[config.mk]
export PLATFORM = sky130hd
export DESIGN_NAME = dlx_mmio_flat
export DESIGN_NICKNAME = d
export VERILOG_FILES = /design/src/rtl/dlx_mmio_if.sv /design/src/rtl/dlx_mmio.sv /design/src/flat_wrapper.sv
export SDC_FILE = /design/constraint.sdc
export NUM_CORES = 1
export LEC_CHECK = 0
export ABC_CLOCK_PERIOD_IN_PS = 2200
export BUFFER_PORTS_ARGS = -buffer_cell sky130_fd_sc_hd__buf_4
export CORE_UTILIZATION = 50
export DETAILED_ROUTE_END_ITERATION = 10
export PLACE_DENSITY = 0.76
export RECOVER_POWER = 50
export SLEW_MARGIN = 20
export SYNTH_ARGS = -nofsm -noshare
export SYNTH_HDL_FRONTEND = slang
export SYNTH_SLANG_ARGS = --single-unit
export TNS_END_PERCENT = 50
[constraint.sdc]
create_clock -name clk -period 2.2 [get_ports clk]
set_input_delay 0 -clock clk [delete_from_list [all_inputs] [get_ports clk]]
set_output_delay 0 -clock clk [all_outputs]
set_load 0.01 [all_outputs]
[src/rtl/dlx_mmio_if.sv]
// dlx_mmio_if: DLX data-bus slice seen by the memory-mapped I/O responder.
//   addr        byte address from the core (addr[1:0] ignored by the target)
//   we          write enable; the target qualifies it with its own sel
//   wdata       write data
//   sel         target's combinational decode of addr into its window
//   rdata       registered read data; holds its last value between reads
//   rdata_valid registered strobe
// Transfer semantics: there is no ready/stall. Every cycle in which sel=1 is
// one complete access. A read (we=0) presented in cycle N is answered in cycle
// N+1 with rdata_valid=1 for exactly one cycle. A write (we=1) takes effect at
// the edge that ends cycle N and never raises rdata_valid. Accesses may be
// issued back-to-back on every cycle.
interface dlx_mmio_if;
  logic [31:0] addr;
  logic        we;
  logic [31:0] wdata;
  logic        sel;
  logic [31:0] rdata;
  logic        rdata_valid;

  modport master (output addr, we, wdata, input sel, rdata, rdata_valid);
  modport slave  (input addr, we, wdata, output sel, rdata, rdata_valid);
endinterface

[src/rtl/dlx_mmio.sv]
// dlx_mmio: memory-mapped board I/O responder on the DLX data bus.
// Ports:
//   clk, reset_n      system clock, asynchronous active-low reset
//   bus (slave)       addr/we/wdata in, sel/rdata/rdata_valid out
//   sw[9:0]           asynchronous switches
//   key[3:0]          asynchronous keys, active-low (0 = pressed)
//   ledr[9:0]         LED drive
//   hex0..hex5[6:0]   seven-segment digits, active-low {g,f,e,d,c,b,a}
// Register map (offset = addr[5:2]*4): 0x00 LEDR, 0x04 HEX (digits + blank
// mask), 0x08 SW, 0x0C KEY, 0x10 KEYEV (W1C), 0x14 TIMER (write clears).
module dlx_mmio #(
  parameter logic [31:0] BASE_ADDR   = 32'hFFFF_0000,
  parameter int          SYNC_STAGES = 2
) (
  input  logic        clk,
  input  logic        reset_n,
  dlx_mmio_if.slave   bus,
  input  logic [9:0]  sw,
  input  logic [3:0]  key,
  output logic [9:0]  ledr,
  output logic [6:0]  hex0,
  output logic [6:0]  hex1,
  output logic [6:0]  hex2,
  output logic [6:0]  hex3,
  output logic [6:0]  hex4,
  output logic [6:0]  hex5
);

  localparam logic [3:0] OFF_LEDR  = 4'd0;
  localparam logic [3:0] OFF_HEX   = 4'd1;
  localparam logic [3:0] OFF_SW    = 4'd2;
  localparam logic [3:0] OFF_KEY   = 4'd3;
  localparam logic [3:0] OFF_KEYEV = 4'd4;
  localparam logic [3:0] OFF_TIMER = 4'd5;

  logic [3:0]  idx;
  logic        wr_en;
  logic        rd_en;
  logic [31:0] rd_mux;

  logic [9:0]  sw_sync  [SYNC_STAGES];
  logic [3:0]  key_sync [SYNC_STAGES];
  logic [3:0]  pressed;
  logic [3:0]  pressed_q;
  logic [3:0]  press_edge;
  logic [3:0]  keyev_clr;

  logic [9:0]  ledr_q;
  logic [29:0] hex_reg;     // [23:0] digits, [29:24] blank mask
  logic [3:0]  keyev;
  logic [31:0] timer;
  logic [6:0]  hex_q [6];

  // Byte lane and the top wdata bits carry no information for this block.
  logic unused_bits;
  assign unused_bits = ^{bus.addr[1:0], bus.wdata[31:30]};

  assign idx     = bus.addr[5:2];
  assign bus.sel = (bus.addr[31:6] == BASE_ADDR[31:6]);
  assign wr_en   = bus.sel & bus.we;
  assign rd_en   = bus.sel & ~bus.we;

  // Keys are inverted before synchronising so the whole chain resets to
  // "not pressed" and no false press edge appears on reset release.
  always_ff @(posedge clk or negedge reset_n) begin
    if (!reset_n) begin
      for (int i = 0; i < SYNC_STAGES; i++) begin
        sw_sync[i]  <= '0;
        key_sync[i] <= '0;
      end
    end else begin
      sw_sync[0]  <= sw;
      key_sync[0] <= ~key;
      for (int i = 1; i < SYNC_STAGES; i++) begin
        sw_sync[i]  <= sw_sync[i-1];
        key_sync[i] <= key_sync[i-1];
      end
    end
  end

  assign pressed    = key_sync[SYNC_STAGES-1];
  assign press_edge = pressed & ~pressed_q;
  assign keyev_clr  = (wr_en && idx == OFF_KEYEV) ? bus.wdata[3:0] : 4'h0;

  always_comb begin
    rd_mux = 32'h0;
    case (idx)
      OFF_LEDR:  rd_mux = {22'h0, ledr_q};
      OFF_HEX:   rd_mux = {2'b00, hex_reg};
      OFF_SW:    rd_mux = {22'h0, sw_sync[SYNC_STAGES-1]};
      OFF_KEY:   rd_mux = {28'h0, pressed};
      OFF_KEYEV: rd_mux = {28'h0, keyev};
      OFF_TIMER: rd_mux = timer;
      default:   rd_mux = 32'h0;
    endcase
  end

  always_ff @(posedge clk or negedge reset_n) begin
    if (!reset_n) begin
      ledr_q          <= '0;
      hex_reg         <= {6'h3F, 24'h0};
      keyev           <= '0;
      timer           <= '0;
      pressed_q       <= '0;
      bus.rdata       <= '0;
      bus.rdata_valid <= 1'b0;
    end else begin
      pressed_q <= pressed;
      if (wr_en && idx == OFF_LEDR) ledr_q  <= bus.wdata[9:0];
      if (wr_en && idx == OFF_HEX)  hex_reg <= bus.wdata[29:0];
      // Set is OR-ed after the clear so a coincident press survives a W1C.
      keyev <= (keyev & ~keyev_clr) | press_edge;
      // Write-to-clear beats the increment on the same edge.
      timer <= (wr_en && idx == OFF_TIMER) ? 32'h0 : timer + 32'h1;
      bus.rdata_valid <= rd_en;
      if (rd_en) bus.rdata <= rd_mux;
    end
  end

  function automatic logic [6:0] seg7(input logic [3:0] n);
    logic [6:0] s;
    case (n)
      4'h0: s = 7'h40;  4'h1: s = 7'h79;  4'h2: s = 7'h24;  4'h3: s = 7'h30;
      4'h4: s = 7'h19;  4'h5: s = 7'h12;  4'h6: s = 7'h02;  4'h7: s = 7'h78;
      4'h8: s = 7'h00;  4'h9: s = 7'h10;  4'hA: s = 7'h08;  4'hB: s = 7'h03;
      4'hC: s = 7'h46;  4'hD: s = 7'h21;  4'hE: s = 7'h06;  default: s = 7'h0E;
    endcase
    return s;
  endfunction

  always_ff @(posedge clk or negedge reset_n) begin
    if (!reset_n) begin
      for (int n = 0; n < 6; n++) hex_q[n] <= 7'h7F;
    end else begin
      for (int n = 0; n < 6; n++)
        hex_q[n] <= hex_reg[24+n] ? 7'h7F : seg7(hex_reg[4*n +: 4]);
    end
  end

  assign ledr = ledr_q;
  assign hex0 = hex_q[0];
  assign hex1 = hex_q[1];
  assign hex2 = hex_q[2];
  assign hex3 = hex_q[3];
  assign hex4 = hex_q[4];
  assign hex5 = hex_q[5];

endmodule

[src/flat_wrapper.sv]
// flat-port wrapper written by rule: the top's interface ports become plain ports
module dlx_mmio_flat 
#(
  parameter logic [31:0] BASE_ADDR   = 32'hFFFF_0000,
  parameter int          SYNC_STAGES = 2
)
  (clk, reset_n, sw, key, ledr, hex0, hex1, hex2, hex3, hex4, hex5, bus_addr, bus_we, bus_wdata, bus_sel, bus_rdata, bus_rdata_valid);
  dlx_mmio_if bus_i ();
  input  logic clk;
  input  logic reset_n;
  input  logic [9:0] sw;
  input  logic [3:0] key;
  output logic [9:0] ledr;
  output logic [6:0] hex0;
  output logic [6:0] hex1;
  output logic [6:0] hex2;
  output logic [6:0] hex3;
  output logic [6:0] hex4;
  output logic [6:0] hex5;
  input wire logic [$bits(bus_i.addr)-1:0] bus_addr;
  input wire logic [$bits(bus_i.we)-1:0] bus_we;
  input wire logic [$bits(bus_i.wdata)-1:0] bus_wdata;
  output wire logic [$bits(bus_i.sel)-1:0] bus_sel;
  output wire logic [$bits(bus_i.rdata)-1:0] bus_rdata;
  output wire logic [$bits(bus_i.rdata_valid)-1:0] bus_rdata_valid;
  assign bus_i.addr = bus_addr;
  assign bus_i.we = bus_we;
  assign bus_i.wdata = bus_wdata;
  assign bus_sel = bus_i.sel;
  assign bus_rdata = bus_i.rdata;
  assign bus_rdata_valid = bus_i.rdata_valid;
  dlx_mmio #(.BASE_ADDR(BASE_ADDR), .SYNC_STAGES(SYNC_STAGES)) u_core (.clk(clk), .reset_n(reset_n), .bus(bus_i), .sw(sw), .key(key), .ledr(ledr), .hex0(hex0), .hex1(hex1), .hex2(hex2), .hex3(hex3), .hex4(hex4), .hex5(hex5));
endmodule
==> results.txt <==
- After global routing the overflow that remains totals 0.
- Most frequently used cell type in the post-synthesis netlist: dfrtp_1
- Total Routing Usage GR: a little under a quarter
- Timing endpoint of the critical path: u_core.timer[31]
* Final number of hold-violating endpoints: 0
* Synthesis-stage register bit count: 183
* Hold/Removal Path Class: input port to register
* Startpoint of the worst-slack reg-to-reg timing path: u_core.timer[9]
* Arrival time at the worst endpoint: 2400 ps
- Number of standard cells after synthesis: a little under 800
- Clock tree from TritonCTS: built
- Yosys top cell area share: 38.1%
* Antenna-violating nets left: 0
* Core area: 17300 um2
- The later pin in the worst-skew pair is clocked with a latency of 430 ps.
- Die height: 135 um
- The number of max-slew violations in the final report was 68.
- Largest net degree at the start of global routing: slightly below 70
- Int Pwr: slightly above 0.005 W
- Initial antenna violation count: 0
- Placement-stage cell area: 10300 um2
- Compared with the post-synthesis result, the final layout area differs by 26.6%.
* Overall Power: roughly 0.0067 W
- In this run the number of H-tree levels came out at 4.
- In this run the register-to-register setup slack is 150 ps.
- For the final routed database, the setup TNS stands at 0 ps.
- Port buffering added 162 buffers.
* Final count of negative-setup-slack endpoints: 0
* CP Capture Type: register
- Worst hold path stage count: 4
* Portion of the post-synthesis area used by sequential elements: 52.4%
- By count the netlist is led by 135 x dfrtp_1, 56 x mux2_2, 49 x nor2_1, 48 x dfstp_2, 47 x o21ai_0.
- 0 antenna diodes ended up in the layout.
- Clock transition at the registers of the reported paths: 70 ps
- Dividing total power by cell area gives a power density of 599 nW/um2.
- Max-cap violations in this run came to 1.
* First-pass iteration count of the detailed router: 4
- Drt via density: 5.57
- Of all cell types, the one taking the most synthesized area is dfrtp_1.
* Final instance area: approximately 11000 um2
- Based on the critical path, the design can be clocked at up to 488 MHz.
- Total wire length: about 20000 um
- The first global-routing pass estimated 32600 um of wire.
* Initial DRC Count: just under 400
- The most critical setup path has its startpoint at u_core.timer[9].
- Yosys printed 0 warnings.
- Peak supply drop: 0.524 mV
- The run finished, with violations left.
- The number of different library cells used by synthesis comes to 58.
* Vias in the first global route: 6598
- Net total in the final layout: approximately 1100
- CP Class: register to register
- Number of flops mapped to enable cells by yosys: 0
- In this run the most critical hold path is launched from bus_addr[4].
* Post-route DRC: 0
- Mean cell area of the mapped netlist: 11.3 um2
* Top cells by area, synth: dfrtp_1 38%, dfstp_2 14%, mux2_2 7.1%
- Per report_power, the clock group accounts for between 40 and 50% of the total.
- Cells fill 64.8% of the core in the end.
- The floorplan has 48 rows.
- Sequential cells burn 50.7% of the power.
* Launching element type of the critical path: register
- For this configuration, the core starts out at a cell density of 51.2%.
* Die Outline Area: about 18000 um2
* Required arrival time at the worst endpoint: 2550 ps
* Most used DFF post-synth: dfrtp_1
* Die X: 135 um
* Transition time of the tightest slew-check pin: 1670 ps
- The analysis attributes to cell leakage a power of 5.14 nW.
- In the final layout, the share of cells above drive strength 1 is a little under a third.
- The wire-length estimate of the detail-placed layout is 13600 um.
- Highest fanout seen on the critical path: 8
- Synthesis produced a netlist with a net count of 901.
* Fraction of synthesis flops using an asynchronous set or reset pin: 100%
- RSZ-0062 raised after global routing: no
- Dividing the detail-routed wire length by the instance count gives 16.4 um.
* GP Congestion: 0.865
* Cell chosen for the clock root: clkbuf_16
- The tree built by TritonCTS fans out to approximately 180 sinks.
* Setup Skew: 8.17 ps
- Failing checks: capacitance limit, slew limit
- In this run the deepest clock path goes through 2 buffers.
- Worst r2r dst: u_core.timer[31]
* Portion of total power attributed to combinational logic: under 10%
- Of the total power, the share spent switching nets is between 20% and 30%.
- Fin crit period: 2050 ps
* Fin crit share: 93.1%
- I/O pin count: about 170
- Routed vias: 6753
- Tightest slew margin relative to the limit: -11.6%
- Switching power total: ~0.0016 W
* Area of the mapped netlist: slightly below 9000 um2
- Buffers inserted during clock tree synthesis total 17.
* R2R depth: 4
==> timing repair <==
action                     4_1_cts  5_1_grt
gates resized for setup          0        1
setup buffers                    0        0
setup endpoints to repair        0        2
hold endpoints to repair       124        0
hold buffers                    46        0
==> layout make-up <==
class	count	area [um2]
Clock buffer	17	425
Clock inverter	15	150
Fill cell	1411	6080
Inverter	37	139
Multi-Input combinational cell	507	3870
Sequential cell	183	4640
Tap cell	225	282
Timing Repair Buffer	228	1710
==> worst min path at each step <==
stage,end
detailed placement,u_core.bus.rdata_valid
CTS,u_core.bus.rdata[2]
floorplan,u_core.bus.rdata[0]
finish,u_core.bus.rdata[2]
global placement,u_core.hex_reg[23]
global route,u_core.bus.rdata[1]
==> kinds of logic (layout without fill, tap and decap cells) <==
family / count (synthesis) / after routing / share of synthesized area, %
AND/OR/NAND/NOR: 178 / 178 / 11.1
adder cells (fa/ha/maj): 37 / 37 / 5.22
buffers and inverters: 93 / 297 / 4.19
XOR/XNOR: 13 / 13 / 1.28
multiplexers: 98 / 98 / 12.3
AO/OA/AOI/OAI: 181 / 181 / 13.5
flip-flops: 183 / 183 / 52.4
==> power groups by stage <==
stage	sequential (W)	clock (W)	combinational, W
3_3_place_gp	0.00347	0	0.000276
6_report	0.00341	0.00298	0.000332
2_1_floorplan	0.00346	0	0.0000752
3_5_place_dp	0.00347	0	0.000280
4_1_cts	0.00341	0.00303	0.000346
5_1_grt	0.00341	0.00316	0.000368
==> cells in the final DEF, fill, tap and decap left out, types with 6 or more instances in the layout <==
| master | synthesis | final |
|---|---|---|
| a211o_1 | 18 | 18 |
| nor3_1 | 8 | 8 |
| nand4_1 | 10 | 10 |
| a21oi_1 | 28 | 28 |
| nor2b_1 | 11 | 11 |
| dfrtp_1 | 135 | 134 |
| or2_2 | 9 | 9 |
| buf_4 | 3 | 128 |
| ha_1 | 37 | 37 |
| a211oi_1 | 6 | 6 |
| clkbuf_16 | 0 | 17 |
| o31ai_1 | 36 | 36 |
| nand2_1 | 30 | 30 |
| mux2i_1 | 37 | 37 |
| mux2_2 | 56 | 56 |
| inv_6 | 0 | 6 |
| xnor2_1 | 8 | 8 |
| dfstp_2 | 48 | 48 |
| a22oi_1 | 12 | 12 |
| nor2_1 | 49 | 49 |
| inv_1 | 37 | 37 |
| a31oi_1 | 10 | 10 |
| or4_1 | 14 | 14 |
| dlygate4sd3_1 | 0 | 46 |
| o22ai_1 | 6 | 6 |
| or3_1 | 6 | 6 |
| o21ai_0 | 47 | 47 |
| nand3_1 | 13 | 13 |
| clkbuf_1 | 41 | 35 |
| clkbuf_4 | 0 | 14 |
==> critical path, stage by stage, from the launching register on <==
cell     delay [ps]
dfrtp_1         440
nand4_1         210
or4_1           720
or4_1           460
a21oi_1         150
==> metrics by stage <==
| stage | hold WS (ps) | std cells | setup slack [ps] |
|---|---|---|---|
| 6_report | 48.3 | 1212 | 153 |
| 4_1_cts | 23.7 | 1212 | 87.2 |
| 2_1_floorplan | -296 | 783 | 152 |
| 5_1_grt | 71.8 | 1212 | 15.4 |
| 3_5_place_dp | 34.6 | 1134 | 86.1 |
| 3_3_place_gp | 34.2 | 1134 | 152 |
==> layer usage <==
layer / up-vias / GRT usage (%) / share of wire [%]
met2: 149 / 38.6 / 51
met5: - / 0 / 0
met4: 0 / 7.37 / 1.7
li1: 3209 / - / -
met3: 27 / 4.26 / 4.0
met1: 3368 / 29.3 / 43
Power figures use the tool's default switching activity.
